File: src/rtl/serial_operand_loader_pkg.sv
// Shared constants and output-FSM encoding for the bit-serial operand loader.
// Bit order is selected at build time by SERLOAD_MSB_FIRST_EN (see ser_shift_lane).
package serial_operand_loader_pkg;

    localparam int D_N_DEFAULT = 32;
    localparam int BITCNT_W    = $clog2(D_N_DEFAULT);

    typedef enum logic {
        S_EMPTY = 1'b0,
        S_FULL  = 1'b1
    } out_state_t;

    // Bit-counter width for an arbitrary operand width.
    function automatic int cnt_width(input int n);
        return (n < 2) ? 1 : $clog2(n);
    endfunction

endpackage

File: src/rtl/serial_operand_loader_ser_shift_lane.sv
// One serial-in shift lane with enable and frame-restart clear.
// SERLOAD_MSB_FIRST_EN defined: MSB-first shift-left; otherwise LSB-first shift-right.
module ser_shift_lane
    import serial_operand_loader_pkg::*;
#(
    parameter int D_N = D_N_DEFAULT
) (
    input  logic           w_clk,
    input  logic           w_rst,
    input  logic           w_en,
    input  logic           w_clr,
    input  logic           w_din,
    output logic [D_N-1:0] w_lane,
    output logic [D_N-1:0] w_lane_next
);

    logic [D_N-1:0] lane_reg;
    logic [D_N-1:0] shifted;

    // On a frame restart the stale bits are zeroed so the new bit starts alone.
    for (genvar gi = 0; gi < D_N; gi++) begin : g_bit
`ifdef SERLOAD_MSB_FIRST_EN
        if (gi == 0) begin : g_in
            assign shifted[gi] = w_din;
        end else begin : g_mid
            assign shifted[gi] = w_clr ? 1'b0 : lane_reg[gi-1];
        end
`else
        if (gi == D_N - 1) begin : g_in
            assign shifted[gi] = w_din;
        end else begin : g_mid
            assign shifted[gi] = w_clr ? 1'b0 : lane_reg[gi+1];
        end
`endif
    end

    always_comb begin
        w_lane_next = lane_reg;
        if (w_en) begin
            w_lane_next = shifted;
        end
    end

    always_ff @(posedge w_clk) begin
        if (w_rst) begin
            lane_reg <= '0;
        end else begin
            lane_reg <= w_lane_next;
        end
    end

    assign w_lane = lane_reg;

endmodule

File: src/rtl/serial_operand_loader.sv
// Bit-serial to parallel operand loader with a one-entry holding register and sticky overrun.
// Bit order follows SERLOAD_MSB_FIRST_EN inside ser_shift_lane; control logic is order-agnostic.
module serial_operand_loader
    import serial_operand_loader_pkg::*;
#(
    parameter int D_N = D_N_DEFAULT
) (
    input  logic                      w_clk,
    input  logic                      w_rst,
    input  logic                      w_sin_a,
    input  logic                      w_sin_b,
    input  logic                      w_sin_vld,
    input  logic                      w_sof,
    output logic [D_N-1:0]            w_opa,
    output logic [D_N-1:0]            w_opb,
    output logic                      w_ovld,
    input  logic                      w_ordy,
    output logic                      w_ovf,
    output logic [cnt_width(D_N)-1:0] w_bitcnt
);

    localparam int CNT_W = cnt_width(D_N);

    logic [CNT_W-1:0] cnt_reg, cnt_next;
    logic             frame_done;
    logic [D_N-1:0]   lane_a, lane_b;
    logic [D_N-1:0]   lane_a_next, lane_b_next;
    logic [D_N-1:0]   opa_reg, opb_reg;
    logic             ovf_reg;
    out_state_t       state_reg, state_next;
    logic             hold_load;
    logic             ovf_set;

    ser_shift_lane #(.D_N(D_N)) u_lane_a (
        .w_clk       (w_clk),
        .w_rst       (w_rst),
        .w_en        (w_sin_vld),
        .w_clr       (w_sof),
        .w_din       (w_sin_a),
        .w_lane      (lane_a),
        .w_lane_next (lane_a_next)
    );

    ser_shift_lane #(.D_N(D_N)) u_lane_b (
        .w_clk       (w_clk),
        .w_rst       (w_rst),
        .w_en        (w_sin_vld),
        .w_clr       (w_sof),
        .w_din       (w_sin_b),
        .w_lane      (lane_b),
        .w_lane_next (lane_b_next)
    );

    // A start-of-frame strobe is always bit 0 of a new frame, never a completion.
    always_comb begin
        cnt_next   = cnt_reg;
        frame_done = 1'b0;
        if (w_sin_vld) begin
            if (w_sof) begin
                cnt_next = CNT_W'(1);
            end else if (cnt_reg == CNT_W'(D_N - 1)) begin
                cnt_next   = '0;
                frame_done = 1'b1;
            end else begin
                cnt_next = cnt_reg + CNT_W'(1);
            end
        end
    end

    always_ff @(posedge w_clk) begin
        if (w_rst) begin
            state_reg <= S_EMPTY;
        end else begin
            state_reg <= state_next;
        end
    end

    always_comb begin
        state_next = state_reg;
        case (state_reg)
            S_EMPTY: if (frame_done)            state_next = S_FULL;
            S_FULL:  if (w_ordy && !frame_done) state_next = S_EMPTY;
            default:                            state_next = S_EMPTY;
        endcase
    end

    // A handshake in the completion cycle frees the slot, so the new frame reloads it.
    always_comb begin
        hold_load = 1'b0;
        ovf_set   = 1'b0;
        if (frame_done) begin
            if (state_reg == S_EMPTY || w_ordy) begin
                hold_load = 1'b1;
            end else begin
                ovf_set = 1'b1;
            end
        end
    end

    always_ff @(posedge w_clk) begin
        if (w_rst) begin
            cnt_reg <= '0;
            opa_reg <= '0;
            opb_reg <= '0;
            ovf_reg <= 1'b0;
        end else begin
            cnt_reg <= cnt_next;
            if (hold_load) begin
                opa_reg <= lane_a_next;
                opb_reg <= lane_b_next;
            end
            if (ovf_set) begin
                ovf_reg <= 1'b1;
            end
        end
    end

    assign w_opa    = opa_reg;
    assign w_opb    = opb_reg;
    assign w_ovld   = (state_reg == S_FULL);
    assign w_ovf    = ovf_reg;
    assign w_bitcnt = cnt_reg;

endmodule

File: config.mk
export PLATFORM = sky130hd
export DESIGN_NAME = serial_operand_loader
export DESIGN_NICKNAME = d
export VERILOG_FILES = /design/src/rtl/serial_operand_loader_pkg.sv /design/src/rtl/serial_operand_loader_ser_shift_lane.sv /design/src/rtl/serial_operand_loader.sv
export SDC_FILE = /design/constraint.sdc
export NUM_CORES = 1
export LEC_CHECK = 0
export ABC_AREA = 0
export CAP_MARGIN = 10
export CORE_ASPECT_RATIO = 1.5
export CORE_UTILIZATION = 42
export CTS_BUF_LIST = sky130_fd_sc_hd__clkbuf_16
export CTS_CLUSTER_SIZE = 40
export DETAILED_ROUTE_END_ITERATION = 8
export GPL_TIMING_DRIVEN = 0
export HOLD_SLACK_MARGIN = 0.08
export PLACE_DENSITY = 0.67
export RECOVER_POWER = 50
export SETUP_SLACK_MARGIN = 0.02
export SLEW_MARGIN = 10
export SYNTH_ARGS = -nofsm -noshare
export SYNTH_HDL_FRONTEND = slang
export SYNTH_SLANG_ARGS = --single-unit
File: constraint.sdc
create_clock -name w_clk -period 4.1 [get_ports w_clk]
set_input_delay 0.41 -clock w_clk [delete_from_list [all_inputs] [get_ports w_clk]]
set_output_delay 0.41 -clock w_clk [all_outputs]
set_load 0.01 [all_outputs]
==> Word-level counts from Yosys, hierarchy flattened <==
Cells that the tools add are included.
{ "totals": {"ff_bits": 135, "inputBits": 7, "out_inout_bits": 71, "wordCells": 89} }
{ "op_classes": {"n_addsub": 1, "n_eq_ne": 1, "n_mux": 76, "bitwise_logic": 1, "reduce_logical": 3} }
{ "ops": {"columns": ["cell", "count"], "rows": [
  ["two-way mux 1 bit", 71],
  ["two-way mux 32 bit", 2],
  ["two-way mux 5 bit", 2],
  ["adder 5 x 1 -> 5 bit, second input constant", 1],
  ["== test 5 bit, second input constant", 1],
  ["one-hot mux 1 bit (2 select lines)", 1],
  ["logical AND 1 bit", 1],
  ["logical NOT 1 bit", 1],
  ["logical OR 1 bit", 1],
  ["inverter 1 bit", 1]
]} }

==> Logic depth before layout (Yosys ltp) <==
{ "depth": {"depth_word": 8, "ltp_mapped": 8, "mapped_depth_nobuf": 6} }

==> By module <==
A second synthesis with hierarchy kept.
{ "unflattened": {"cells_unflattened": 660, "area_unflattened_um2": 6248.5} }
{ "modules_own_cells": {"columns": ["module", "instances", "cells_each", "area_per_inst_um2", "seq_area_each_um2"], "rows": [
  ["serial_operand_loader", 1, 314, 3260.6, 1421.4],
  ["ser_shift_lane", 2, 173, 1493.9, 640.6]
]} }

==> Worst setup path after synthesis <==
OpenSTA, ideal clock, no wires.
{ "synth_timing": {"kind": "register -> register", "start": "register cnt_reg[0] (netlist: w_bitcnt[0])", "end": "register opa_reg[31] (netlist: w_opa[31])", "setup_ps": 123, "t_arrival_ps": 1829, "t_required_ps": 3977, "slack_ps": 2148, "stages_incl_launch_ff": 8, "n_path_buf": 2, "period_less_slack_ps": 1952, "path_cell_list": "dfxtp_1 > ha_1 > and3_1 > ha_1 > clkbuf_1 > and3b_1 > buf_6 > mux2_1"} }
{ "synth_between": {"elab_chain_cells": 5} }
{ "synth_lines": {"columns": ["element", "line", "rtl"], "rows": [
  ["start: declaration", "serial_operand_loader.sv:24", "logic [CNT_W-1:0] cnt_reg, cnt_next;"],
  ["start signal: assignment", "serial_operand_loader.sv:107", "cnt_reg <= cnt_next;"],
  ["== test 5 bit", "serial_operand_loader.sv:61", "end else if (cnt_reg == CNT_W'(D_N - 1)) begin"],
  ["two-way mux 1 bit", "serial_operand_loader.sv:61", null],
  ["two-way mux 1 bit", "serial_operand_loader.sv:59", "if (w_sof) begin"],
  ["two-way mux 1 bit", "serial_operand_loader.sv:58", "if (w_sin_vld) begin"],
  ["two-way mux 1 bit", "serial_operand_loader.sv:91", "if (frame_done) begin"],
  ["end signal: assignment", "serial_operand_loader.sv:109", "opa_reg <= lane_a_next;"],
  ["end: declaration", "serial_operand_loader.sv:28", "logic [D_N-1:0] opa_reg, opb_reg;"]
]} }
No other way between the ends.
A chain may end at the register's enable or synchronous reset.

==> Worst setup path in the final report <==
{ "layout_timing": {"start": "register cnt_reg[0] (netlist: w_bitcnt[0])", "end": "register opb_reg[31] (netlist: w_opb[31])"} }
{ "layout_between": {"elab_chain_cells": 5} }
{ "layout_lines": {"columns": ["element", "line", "rtl"], "rows": [
  ["== test 5 bit", "serial_operand_loader.sv:61", null],
  ["two-way mux 1 bit", "serial_operand_loader.sv:61", null],
  ["two-way mux 1 bit", "serial_operand_loader.sv:59", null],
  ["two-way mux 1 bit", "serial_operand_loader.sv:58", null],
  ["two-way mux 1 bit", "serial_operand_loader.sv:91", null],
  ["end signal: assignment", "serial_operand_loader.sv:110", "opb_reg <= lane_b_next;"],
  ["end: declaration", "serial_operand_loader.sv:28", null]
]} }
No other way between the ends.

==> metrics.txt <==
# TYPE chip_impl_metric gauge
chip_impl_info{name="status",value="finished clean"} 1
chip_impl_info{name="critical_path_origin",value="w_bitcnt[0]"} 1
chip_impl_metric{name="cts-hold-fix-buffers",unit=""} 0
chip_impl_metric{name="place_ws",unit="ps"} 1950
chip_impl_metric{name="grt_overflow_total",unit=""} 0
chip_impl_metric{name="clock_sinks",unit=""} 133
chip_impl_metric{name="post_synth_instance_area",unit="um^2"} 5290
chip_impl_info{name="list_of_cells_traversed_by_the_critical_path",value="ha_1 > and3_1 > ha_1 > clkbuf_1 > and3b_1 > buf_6 > mux2_1"} 1
chip_impl_metric{name="synth_nets",unit=""} 530
chip_impl_metric{name="finalWeightedCongestion",unit=""} 0.736
chip_impl_metric{name="grtUsageMet2",unit="%"} 31.7
chip_impl_metric{name="detail_route.vias_per_cell",unit=""} 5.00
chip_impl_metric{name="clkSlewWorstSetupHoldPaths",unit="ps"} 60
chip_impl_metric{name="max-cap-violations",unit=""} 0
chip_impl_metric{name="track_usage",unit="%"} 18.3
chip_impl_metric{name="final_layout_size_suffix_gt1_share",unit="%"} 7.80
chip_impl_info{name="post_synth_main_area_contributors",value="sky130_fd_sc_hd__dfxtp_1 50%, sky130_fd_sc_hd__nand2b_1 15%, sky130_fd_sc_hd__mux2i_1 12%"} 1
chip_impl_info{name="synth_largest_area_cell",value="sky130_fd_sc_hd__dfxtp_1"} 1
chip_impl_metric{name="synth_enable_flop_cells",unit=""} 0
chip_impl_metric{name="detail-route-antenna-nets",unit=""} 0
chip_impl_metric{name="dr.first_iter.drc_count",unit=""} 163
chip_impl_metric{name="transition_time_at_the_pin_with_the_least_slew_margin",unit="ps"} 689
chip_impl_info{name="synth.most_common_cell",value="sky130_fd_sc_hd__dfxtp_1"} 1
chip_impl_metric{name="postCtsResizedCells",unit=""} 0
chip_impl_info{name="tritoncts",value="built"} 1
chip_impl_info{name="timing.critical_path.slowest_stage_cell",value="sky130_fd_sc_hd__dfxtp_1"} 1
chip_impl_metric{name="nFillCells",unit=""} 1078
chip_impl_metric{name="fmax",unit="MHz"} 462
chip_impl_metric{name="h-tree-depth",unit=""} 4
chip_impl_metric{name="insertedDiodeCount",unit=""} 0
chip_impl_metric{name="pwr_density",unit="nW/um^2"} 432
chip_impl_metric{name="clk-insertion-delay-late",unit="ps"} 410
chip_impl_metric{name="die_w",unit="um"} 93.6
chip_impl_metric{name="irDropWorstVdd",unit="mV"} 0.279
chip_impl_metric{name="design.die.area",unit="um^2"} 13000
chip_impl_info{name="synth_commonest_cells",value="133 x sky130_fd_sc_hd__dfxtp_1, 124 x sky130_fd_sc_hd__nand2b_1, 67 x sky130_fd_sc_hd__nor2_1"} 1
chip_impl_info{name="worst_r2r_startpoint",value="w_bitcnt[0]"} 1
chip_impl_metric{name="grt.met1_usage",unit="%"} 21.0
chip_impl_metric{name="num_vias",unit=""} 3908
chip_impl_info{name="global_route.peak_usage_layer",value="met2"} 1
chip_impl_metric{name="yosys.cell_types.count",unit=""} 27
chip_impl_metric{name="netlist.area_leader.share",unit="%"} 50.4
chip_impl_metric{name="maxSlewViolCount",unit=""} 0
chip_impl_metric{name="layout.cell_area.non_filler",unit="um^2"} 6830
chip_impl_info{name="setup.worst_path.start_class",value="flop"} 1
chip_impl_metric{name="worst-path-max-fanout",unit=""} 10
chip_impl_metric{name="number_of_cells_on_the_worst_reg_to_reg_path",unit=""} 7
chip_impl_metric{name="remaining_drc_errors",unit=""} 0
chip_impl_metric{name="postSynth.asyncResetShare",unit="%"} 0
chip_impl_metric{name="register_to_register_setup_slack",unit="ps"} 1940
chip_impl_info{name="critical_path.most_common_cell",value="sky130_fd_sc_hd__ha_1"} 1
chip_impl_metric{name="num-nets-final",unit=""} 624
chip_impl_info{name="flip_flop_cell_with_the_highest_count_after_synthesis",value="sky130_fd_sc_hd__dfxtp_1"} 1
chip_impl_metric{name="timing.max_slew.rel_slack",unit="%"} 54.1
chip_impl_metric{name="total_power",unit="W"} 0.00295
chip_impl_metric{name="post-route-min-period",unit="ps"} 2160
chip_impl_info{name="root_buffer",value="sky130_fd_sc_hd__clkbuf_16"} 1
chip_impl_metric{name="use_met3",unit="%"} 4.54
chip_impl_metric{name="io-pin-count",unit=""} 78
chip_impl_metric{name="synth-seq-cells",unit=""} 133
chip_impl_info{name="hold_path.class",value="in -> reg"} 1
chip_impl_metric{name="grt_first_pass_wirelength",unit="um"} 18600
chip_impl_metric{name="drt_pass1_iterations",unit=""} 5
chip_impl_metric{name="place_area",unit="um^2"} 6230
chip_impl_metric{name="crit_required",unit="ps"} 4390
chip_impl_info{name="rsz0062_at_grt",value="false"} 1
chip_impl_metric{name="syn_area_per_cell",unit="um^2"} 10.1
chip_impl_metric{name="rows",unit=""} 49
chip_impl_metric{name="postLayoutSetupSlackWorst",unit="ps"} 1940
chip_impl_metric{name="synthCells",unit=""} 521
chip_impl_metric{name="post-cts-setup-buffer-count",unit=""} 0
chip_impl_metric{name="cts_inserted_buffers",unit=""} 17
chip_impl_metric{name="tns",unit="ps"} 0
chip_impl_metric{name="synth.yosys.seq_area_share",unit="%"} 50.4
chip_impl_metric{name="vias_in_the_first_global_route",unit=""} 3831
chip_impl_info{name="crit_type",value="reg -> reg"} 1
chip_impl_metric{name="route.final.wire_length",unit="um"} 11000
chip_impl_metric{name="clk_path_buf_depth",unit=""} 2
chip_impl_metric{name="arrival_time_at_the_worst_endpoint",unit="ps"} 2460
chip_impl_metric{name="antenna_found_initial",unit=""} 0
chip_impl_metric{name="fin_skew",unit="ps"} 5.84
chip_impl_metric{name="hold_violations",unit=""} 0
chip_impl_info{name="end_kind",value="flop"} 1
chip_impl_info{name="worst_setup_path_endpoint",value="w_opb[31]"} 1
chip_impl_metric{name="hpwl",unit="um"} 7740
chip_impl_info{name="worst_r2r_endpoint",value="w_opb[31]"} 1
chip_impl_metric{name="cpPeakStageDelay",unit="ps"} 440
chip_impl_metric{name="start_util",unit="%"} 43.5
chip_impl_metric{name="leakage",unit="nW"} 2.39
chip_impl_metric{name="floorplan.core_area",unit="um^2"} 12100
chip_impl_metric{name="io_buffer_count",unit=""} 75
chip_impl_metric{name="yosys_warnings",unit=""} 0
chip_impl_metric{name="routedWlPerCell",unit="um"} 14.1
chip_impl_metric{name="grt_start_max_net_pins",unit=""} 17
chip_impl_metric{name="area_delta_synth_final",unit="%"} 29.3
chip_impl_metric{name="layout_worst_path_cycle_share",unit="%"} 52.8
chip_impl_metric{name="die_y",unit="um"} 139
chip_impl_metric{name="report.final.setup_viol",unit=""} 0
chip_impl_metric{name="post-route-util",unit="%"} 56.3
==> worst max-delay path, delay by kind of cell (launching register included) <==
| family | cells | cell delay, ps |
|---|---|---|
| buffers and inverters | 2 | 510 |
| flip-flops | 1 | 440 |
| AND/OR/NAND/NOR | 2 | 390 |
| adder cells (fa/ha/maj) | 2 | 370 |
| multiplexers | 1 | 340 |
==> layer usage <==
metal  part of all wire [%]  routed length (um)
met3                    3.1                 343
met4                    1.5                 170
met1                     43                4740
met5                      0                   0
met2                     52                5740
==> registers in the layout (all words and copies together) (netlist names) <==
name             cells
w_ovld               1
w_ovf                1
w_opa               32
u_lane_b.w_lane     31
w_bitcnt             5
u_lane_a.w_lane     31
w_opb               32
==> power breakdown <==
| group | switching (W) | internal, W |
|---|---|---|
| combinational | 0.0000560 | 0.0000382 |
| sequential | 0.00000348 | 0.00130 |
| clock | 0.000549 | 0.00101 |
==> cell families (layout without fill, tap and decap cells) <==
logic type / Yosys count / count (layout) / share of synthesized area, %
simple gates: 204 / 204 / 21.1
flops: 133 / 133 / 50.4
compound gates: 70 / 70 / 9.73
mux: 66 / 66 / 12.5
buf+inv: 46 / 153 / 5.78
fa+ha+maj: 2 / 2 / 0.473
==> stage by stage <==
stage / hold WS, ps / instances
floorplan: 452 / 521
global placement: 460 / 749
detailed placement: 462 / 749
CTS: 301 / 781
global route: 310 / 781
finish: 317 / 781
==> area by class of cell <==
class / count / area (um^2) / share of cell area [%]
Buffer: 45 / 294 / 4.30
Clock buffer: 17 / 425 / 6.22
Clock inverter: 15 / 188 / 2.75
Inverter: 1 / 3.75 / 0.0549
Multi-Input combinational cell: 342 / 2320 / 33.9
Sequential cell: 133 / 2660 / 39.0
Tap cell: 153 / 191 / 2.80
Timing Repair Buffer: 75 / 751 / 11.0
==> worst min path at each step <==
stage | from | endpoint | slack (ps) | cells past startpoint
finish | w_sin_vld | w_bitcnt[0] | 320 | 3
global route | w_sin_vld | w_bitcnt[0] | 310 | 3
CTS | w_sin_vld | w_bitcnt[0] | 300 | 3
detailed placement | w_opa[28] | w_opa[28] | 460 | 2
global placement | u_lane_b.w_lane[1] | w_opb[0] | 460 | 2
floorplan | u_lane_a.w_lane[1] | w_opa[0] | 450 | 2
==> cells in the final DEF, fill, tap and decap left out, drive strengths merged <==
master	synthesis	final
o21a	1	1
and3	1	1
dfxtp	133	133
nor2b	4	4
a21oi	3	3
nand2b	124	124
clkbuf	20	44
bufinv	0	4
buf	25	18
and3b	1	1
nand4	1	1
nor2	67	67
mux2i	64	64
nand2	2	2
nor3	2	2
a31oi	1	1
o21ai	2	2
dlygate4sd3	0	35
clkdlybuf4s50	0	40
clkinv	0	8
a22oi	61	61
clkinvlp	0	3
inv	1	1
nor4b	2	2
a311oi	1	1
a2bb2oi	1	1
ha	2	2
mux2	2	2
(Power assumes the default switching activity.)
